$ cat src/rtl/cheshire_pkg.sv
// ============================================================================
// Module : cheshire_pkg
// Brief  : Shared Regbus types and Regbus arbiter constants.
// Rev    : 1.0
// ============================================================================
`default_nettype none

package cheshire_pkg;

  typedef struct packed {
    logic [47:0] addr;
    logic        write;
    logic [31:0] wdata;
    logic [3:0]  wstrb;
    logic        valid;
  } reg_a48_d32_req_t;

  typedef struct packed {
    logic [31:0] rdata;
    logic        error;
    logic        ready;
  } reg_a48_d32_rsp_t;

  typedef enum int unsigned {
    RegbusArbInXbar,
    RegbusArbInDbg,
    RegbusArbNumInputs
  } regbus_arb_inputs_e;

  localparam int unsigned RegbusArbTimeout = 1024;

endpackage

`default_nettype wire

$ cat src/rtl/cheshire_rr_picker.sv
// ============================================================================
// Module : cheshire_rr_picker
// Brief  : First set bit of a valid vector, scanning circularly from a pointer.
// Rev    : 1.0
// ============================================================================
`default_nettype none

module cheshire_rr_picker #(
  parameter int unsigned NumReq = 2
) (
  input  logic [NumReq-1:0]         valid_i,
  input  logic [$clog2(NumReq)-1:0] ptr_i,
  output logic [$clog2(NumReq)-1:0] idx_o,
  output logic                      any_o
);

  localparam int unsigned IdxW = $clog2(NumReq);

  always_comb begin
    int j;
    idx_o = '0;
    any_o = 1'b0;
    for (int k = 0; k < int'(NumReq); k++) begin
      j = int'(ptr_i) + k;
      if (j >= int'(NumReq)) j = j - int'(NumReq);
      if (!any_o && valid_i[j]) begin
        idx_o = IdxW'(j);
        any_o = 1'b1;
      end
    end
  end

endmodule

`default_nettype wire

$ cat src/rtl/cheshire_regbus_arbiter.sv
// ============================================================================
// Module : cheshire_regbus_arbiter
// Brief  : Round-robin Regbus arbiter with locked grant and abort watchdog.
// Rev    : 1.0
// ============================================================================
`default_nettype none

module cheshire_regbus_arbiter
  import cheshire_pkg::*;
#(
  parameter int unsigned NumReq        = 2,
  parameter int unsigned TimeoutCycles = RegbusArbTimeout,
  parameter logic [31:0] ErrData       = 32'hBADCAB1E
) (
  input  logic                              clk_i,
  input  logic                              rst_i,
  input  reg_a48_d32_req_t [NumReq-1:0]     slv_req_i,
  output reg_a48_d32_rsp_t [NumReq-1:0]     slv_rsp_o,
  output reg_a48_d32_req_t                  mst_req_o,
  input  reg_a48_d32_rsp_t                  mst_rsp_i,
  output logic                              busy_o,
  output logic [$clog2(NumReq)-1:0]         owner_o,
  output logic                              timeout_o
);

  localparam int unsigned IdxW = $clog2(NumReq);
  localparam int unsigned CntW = (TimeoutCycles == 0) ? 1 : $clog2(TimeoutCycles + 1);
  localparam logic [CntW-1:0] CntLast =
      CntW'((TimeoutCycles == 0) ? 0 : TimeoutCycles - 1);

  localparam logic [1:0] ST_IDLE  = 2'd0;
  localparam logic [1:0] ST_BUSY  = 2'd1;
  localparam logic [1:0] ST_ABORT = 2'd2;

  logic [1:0]      state_q, state_d;
  logic [IdxW-1:0] owner_q, owner_d;
  logic [IdxW-1:0] rr_ptr_q, rr_ptr_d;
  logic [CntW-1:0] cnt_q, cnt_d;

  logic [NumReq-1:0] req_valid;
  logic [IdxW-1:0]   pick_idx;
  logic              pick_any;
  logic [IdxW-1:0]   owner_next;
  logic              owner_valid;

  for (genvar i = 0; i < NumReq; i++) begin : g_valid
    assign req_valid[i] = slv_req_i[i].valid;
  end

  cheshire_rr_picker #(
    .NumReq (NumReq)
  ) i_picker (
    .valid_i (req_valid),
    .ptr_i   (rr_ptr_q),
    .idx_o   (pick_idx),
    .any_o   (pick_any)
  );

  assign owner_next  = (owner_q == IdxW'(NumReq - 1)) ? '0 : owner_q + 1'b1;
  assign owner_valid = slv_req_i[owner_q].valid;

  always_comb begin
    state_d  = state_q;
    owner_d  = owner_q;
    rr_ptr_d = rr_ptr_q;
    cnt_d    = cnt_q;
    case (state_q)
      ST_IDLE: begin
        if (pick_any) begin
          owner_d = pick_idx;
          cnt_d   = '0;
          state_d = ST_BUSY;
        end
      end
      ST_BUSY: begin
        // Completion and a dropped request both release the bus; completion beats timeout.
        if (!owner_valid || mst_rsp_i.ready) begin
          rr_ptr_d = owner_next;
          state_d  = ST_IDLE;
        end else if ((TimeoutCycles != 0) && (cnt_q == CntLast)) begin
          state_d = ST_ABORT;
        end else if (cnt_q != '1) begin
          cnt_d = cnt_q + 1'b1;
        end
      end
      ST_ABORT: begin
        rr_ptr_d = owner_next;
        state_d  = ST_IDLE;
      end
      default: state_d = ST_IDLE;
    endcase
  end

  always_ff @(posedge clk_i) begin
    if (rst_i) begin
      state_q  <= ST_IDLE;
      owner_q  <= '0;
      rr_ptr_q <= '0;
      cnt_q    <= '0;
    end else begin
      state_q  <= state_d;
      owner_q  <= owner_d;
      rr_ptr_q <= rr_ptr_d;
      cnt_q    <= cnt_d;
    end
  end

  always_comb begin
    mst_req_o = '0;
    slv_rsp_o = '0;
    timeout_o = 1'b0;
    case (state_q)
      ST_BUSY: begin
        mst_req_o          = slv_req_i[owner_q];
        slv_rsp_o[owner_q] = mst_rsp_i;
      end
      ST_ABORT: begin
        slv_rsp_o[owner_q].rdata = ErrData;
        slv_rsp_o[owner_q].error = 1'b1;
        slv_rsp_o[owner_q].ready = 1'b1;
        timeout_o                = 1'b1;
      end
      default: ;
    endcase
  end

  assign busy_o  = (state_q != ST_IDLE);
  assign owner_o = owner_q;

endmodule

`default_nettype wire

$ cat config.mk
export PLATFORM = sky130hd
export DESIGN_NAME = cheshire_regbus_arbiter
export DESIGN_NICKNAME = d
export VERILOG_FILES = /design/src/rtl/cheshire_pkg.sv /design/src/rtl/cheshire_rr_picker.sv /design/src/rtl/cheshire_regbus_arbiter.sv
export SDC_FILE = /design/constraint.sdc
export NUM_CORES = 1
export LEC_CHECK = 0
export CORE_AREA = 2 2 144 146
export DETAILED_ROUTE_END_ITERATION = 8
export DIE_AREA = 0 0 146 148
export GPL_TIMING_DRIVEN = 0
export HOLD_SLACK_MARGIN = 0.12
export MAX_ROUTING_LAYER = met4
export SETUP_SLACK_MARGIN = 0.05
export SYNTH_ARGS = -nofsm -noshare
export SYNTH_HDL_FRONTEND = slang
export SYNTH_HIERARCHICAL = 1
export SYNTH_SLANG_ARGS = --single-unit
$ cat constraint.sdc
create_clock -name clk_i -period 3.7 [get_ports clk_i]
set_input_delay 0.74 -clock clk_i [delete_from_list [all_inputs] [get_ports clk_i]]
set_output_delay 0.74 -clock clk_i [all_outputs]
set_load 0.01 [all_outputs]
# Word level (Yosys, flattened, before mapping)

Cells that the tools add are included.

Register bits after elaboration: 15
Input port bits: 208
Logic and storage cells: 78

Add/sub/neg operators: 5
$lt $le $gt $ge: 6
Eq/ne operators: 10
Muxes and demuxes: 39
Bitwise operators: 1
Reduce and logical (&&, ||, !) cells: 13

Operator list:

| operator                                                                             | count |
|---|---|
| 86-bit 2-to-1 mux                                                                    | 3 |
| 68-bit bitwise mux                                                                   | 2 |
| 34-bit demux with 1-bit select                                                       | 4 |
| 68-bit one-hot mux with 2 select lines                                               | 1 |
| 68-bit bitwise AND                                                                   | 1 |
| 34-bit 2-to-1 mux                                                                    | 2 |
| 32-bit by 3-bit < comparator with 1-bit output, second input constant                | 2 |
| 32-bit 2-to-1 mux                                                                    | 2 |
| 11-bit 2-to-1 mux                                                                    | 4 |
| 32-bit by 3-bit greater-or-equal comparator with 1-bit output, second input constant | 1 |
| 32-bit by 3-bit subtractor with 32-bit output, second input constant                 | 1 |
| 11-bit one-hot mux with 2 select lines                                               | 1 |
| 1-bit 2-to-1 mux                                                                     | 14 |
| 11-bit by 1-bit adder with 11-bit output, second input constant                      | 1 |
| 11-bit by 10-bit == test with 1-bit output, second input constant                    | 1 |
| 11-bit inequality test, second input constant                                        | 1 |
| 2-bit 2-to-1 mux                                                                     | 4 |
| 2-bit inequality test, second input constant                                         | 4 |
| 2-bit AND reduction                                                                  | 3 |
| 2-bit nonzero test                                                                   | 3 |
| 5-bit AND reduction                                                                  | 1 |
| 2-bit one-hot mux with 2 select lines                                                | 1 |
| 3-bit inequality test, second input constant                                         | 1 |
| 1-bit by 2-bit subtractor with 3-bit output, second input constant                   | 1 |
| other kinds (13)                                                                     | 15 |

# Depth between registers and ports, before layout

Gate-level depths: netlist of the first run.

Depth in word-level cells: 11
Gate-level depth with buffers: 7
Depth with buffers taken out: 6

# Modules after synthesis

Netlist of the first run, hierarchy kept.

By module, submodules not included:

| module                  | instances | cells an instance | area an instance (µm²) |
|---|---|---|---|
| cheshire_regbus_arbiter | 1         | 456               | 2,950.3 |
| cheshire_rr_picker      | 1         | 3                 | 17.5 |

# Worst setup path before layout of the first run

No wires, ideal clock.

Kind: reg2out
Start point: reg owner_q, in the netlist owner_o
End point: out slv_rsp_o[36] in the netlist's numbering
Arrival: 1.574 ns
Required time: 2.960 ns
Slack: 1.386 ns
Cell stages (with the launch flop): 6
Path buffers: 3
Cell sequence: dfxtp_1 clkbuf_1 buf_2 buf_2 nand2_1 nor2_1

RTL lines:

| item                     | line                           | text |
|---|---|---|
| start: declaration       | cheshire_regbus_arbiter.sv:36  | `logic [IdxW-1:0] owner_q, owner_d;` |
| start signal: assignment | cheshire_regbus_arbiter.sv:102 | `owner_q <= owner_d;` |
| end: declaration         | cheshire_regbus_arbiter.sv:18  | `output reg_a48_d32_rsp_t [NumReq-1:0] slv_rsp_o,` |

==> out/qor.yml, run 1 <==
h-tree-depth: 1
pin_count: 365
slew_violations: 0
cts_buffer_depth: 2
cts_buffers: 3
synthDominantCellAreaShare_pct: 29.68
synth_cell_types: 46
clock_sinks: 15
cp.arrival_ns: 2.67
synthToLayoutAreaGrowth_pct: 136.9
antenna_found_initial: 0
io_buffers: 364
setup_violations: 0
cp-startpoint: "state_q[1]$_SDFFE_PP0P_"
grt_pass1_wl_um: 27080
setup_ws_ns: 0.2903
grt_start_max_net_pins: 11
finalWirelength_um: 18390
synth_nets: 672
num_rows: 52
holdCritStartpoint: "cnt_q[10]$_SDFFE_PP0P_"
yosysSeqAreaShare_pct: 10.12
grt_pass1_vias: 4599
rsz0062_at_grt: "no"
place_hpwl_um: 15500
cts_tree: "yes"
drc: 0
coreArea_sq_um: 20040
layout-drive-gt1-share_pct: 2.660
synth_warnings: 6
power_per_cell_area_nw_per_um2: 170.5
post-synth-top-area-cell: "mux2i_1"
fin_skew_ns: 0.005837
overflow: 0
tns_ns: 0
finalNetCount: 1041
num_vias: 4625
cp-end-kind: "primary output"
drv_cap: 0
cp_max_fo: 10
dieArea_sq_um: 21610
wire_per_inst_um: 16.76
finalCritPeriodShare_pct: 92.15
synth-seq-cells: 15
vdd_ir_drop_max_uv: 154.3
gp_congestion: 0.8304
synthTopCellsByArea: "mux2i_1 30%, nor2_1 15%, a21boi_0 10%, dfxtp_1 10%, nand2_1 9.2%"
die_y_um: 148
cp-start-kind: "flip-flop"
tightest_slew_ns: 1.041
syn_inst: 459
die-width_um: 146
hold_viol_final: 0
fmax_mhz: 293.3
cp.required_ns: 2.96
maxSlewHeadroom_pct: 29.99
cts_hold_buf: 0
clockRootBuffer: "clkbuf_16"
status: "finished clean"
synth_area_sq_um: 2968
design_area_sq_um: 7032
start_util_pct: 14.81
synthFlopType: "dfxtp_1"
synth-async-reset-ratio_pct: 0
drt_iter0_drc: 240
post-place-ws_ns: 0.2304
fin_crit_ns: 3.410
r2r_start: "state_q[0]$_SDFFE_PP0P_"
grt_use_total_pct: 16.27
syn_area_per_cell_sq_um: 6.466
viasPerCell: 4.216
hold_class: "reg2reg"
p_leak_nw: 2.371
clk_latency_ns: 0.25
worstSetupPathType: "reg2out"
postCtsSetupBuffers: 0
synth-edff-count: 0
fill_cells: 2163
placed_cell_area_sq_um: 6949
dr.pass1.iters: 5
antenna_cells: 0
ant_nets: 0
cts.clk_slew.worst_paths_ns: 0.05
-- cell type report --
cell class,instances,area [sq um],area share (%)
repair buffers,364,3643,51.81
multi-input cells,397,2480,35.27
plain buffers,35,146.4,2.082
well taps,270,337.8,4.804
clock buffers,4,78.83,1.121
flip-flops and latches,15,300.3,4.270
inverters,12,45.04,0.6406
-- synth_stat cells, types with 2 or more instances --
cell type,count
nor4_1,3
o211ai_1,3
o31ai_1,2
clkbuf_1,24
buf_1,2
and4_1,2
nand3_1,12
a21boi_0,40
a41oi_1,2
and2_1,3
a31oi_1,4
buf_2,9
or3_1,2
mux2i_1,88
o311ai_0,3
o21ai_0,4
nor2_1,119
nand2b_1,3
nor3_1,3
nand4_1,2
a21oi_1,3
nand2_1,73
dfxtp_1,15
nor2b_1,2
ha_1,5
inv_1,11
-- routing by layer --
metal  share of wire (%)  vias to the layer above  global-route usage [%]
met5                   0                        -                       -
met4                0.89                        0                   1.262
met3                 6.3                       12                   3.364
met2                  49                      210                   27.43
met1                  44                     2090                   21.00
li1                    -                     2313                       -
-- layout by cell type (no fill, tap or decap), types with 4 or more instances in the layout --
cell	n
nand2_1	73
mux2i_1	88
clkbuf_1	22
clkdlybuf4s50_1	364
dfxtp_1	15
o21ai_0	4
buf_2	9
nand3_1	12
inv_1	11
a31oi_1	4
ha_1	5
a21boi_0	40
nor2_1	119
-- critical path, cell delays in order, from the launching register on --
cell and delay [ns]:
dfxtp_1 0.33, inv_1 0.09, ha_1 0.26, inv_2 0.23, clkbuf_1 0.38, buf_1 0.47
nor2_1 0.12, clkdlybuf4s50_1 0.54
-- power breakdown --
group          switching (mW)  internal [mW]
Clock                  0.0679          0.146
Combinational           0.349          0.468
Sequential            0.00279          0.166
-- metrics by stage --
stage,util (%),power (mW),hold slack (ns),std cells
2_1_floorplan,-,0.4870,0.4523,459
3_3_place_gp,34.68,0.9926,0.4654,1093
3_5_place_dp,34.68,0.9926,0.4721,1093
4_1_cts,35.08,1.215,0.4783,1097
5_1_grt,35.09,1.278,0.5019,1097
6_report,35.09,1.199,0.4746,1097
-- timing repair --
action | 4_1_cts | 5_1_grt
hold endpoints to repair | 0 | 0
setup endpoints to repair | 10 | 2
resized for setup | 1 | 4
pin swaps | 0 | 0
-- worst paths after layout --
kind                            cells after the start  slack, ns                endpoint
worst max-delay path                                7       0.29           mst_req_o[47]
worst min-delay path                                1       0.47  cnt_q[10]$_SDFFE_PP0P_
worst max register to register                      6       1.54   cnt_q[9]$_SDFFE_PP0P_
worst min register to register                      1       0.47  cnt_q[10]$_SDFFE_PP0P_
-- flip-flops by register name, indices dropped and copies added (netlist names) --
signal    count
state_q       2
rr_ptr_q      1
cnt_q        11
owner_o       1
-- cells by family after synthesis --
logic type | count (synthesis) | synth area share, %
AO/OA/AOI/OAI | 71 | 18.17
AND/OR/NAND/NOR | 232 | 33.22
flip-flops | 15 | 10.12
multiplexers | 89 | 30.06
buffers and inverters | 47 | 6.324
adder cells (fa/ha/maj) | 5 | 2.108
Power figures use the tool's default switching activity.
==> inputs of run 2 (changes only) <==
- CAP_MARGIN: unset -> 30
- CTS_CLUSTER_DIAMETER: unset -> 40
==> results of run 2 <==
The final DEF is identical to that of run 1; final timing and power are the same.
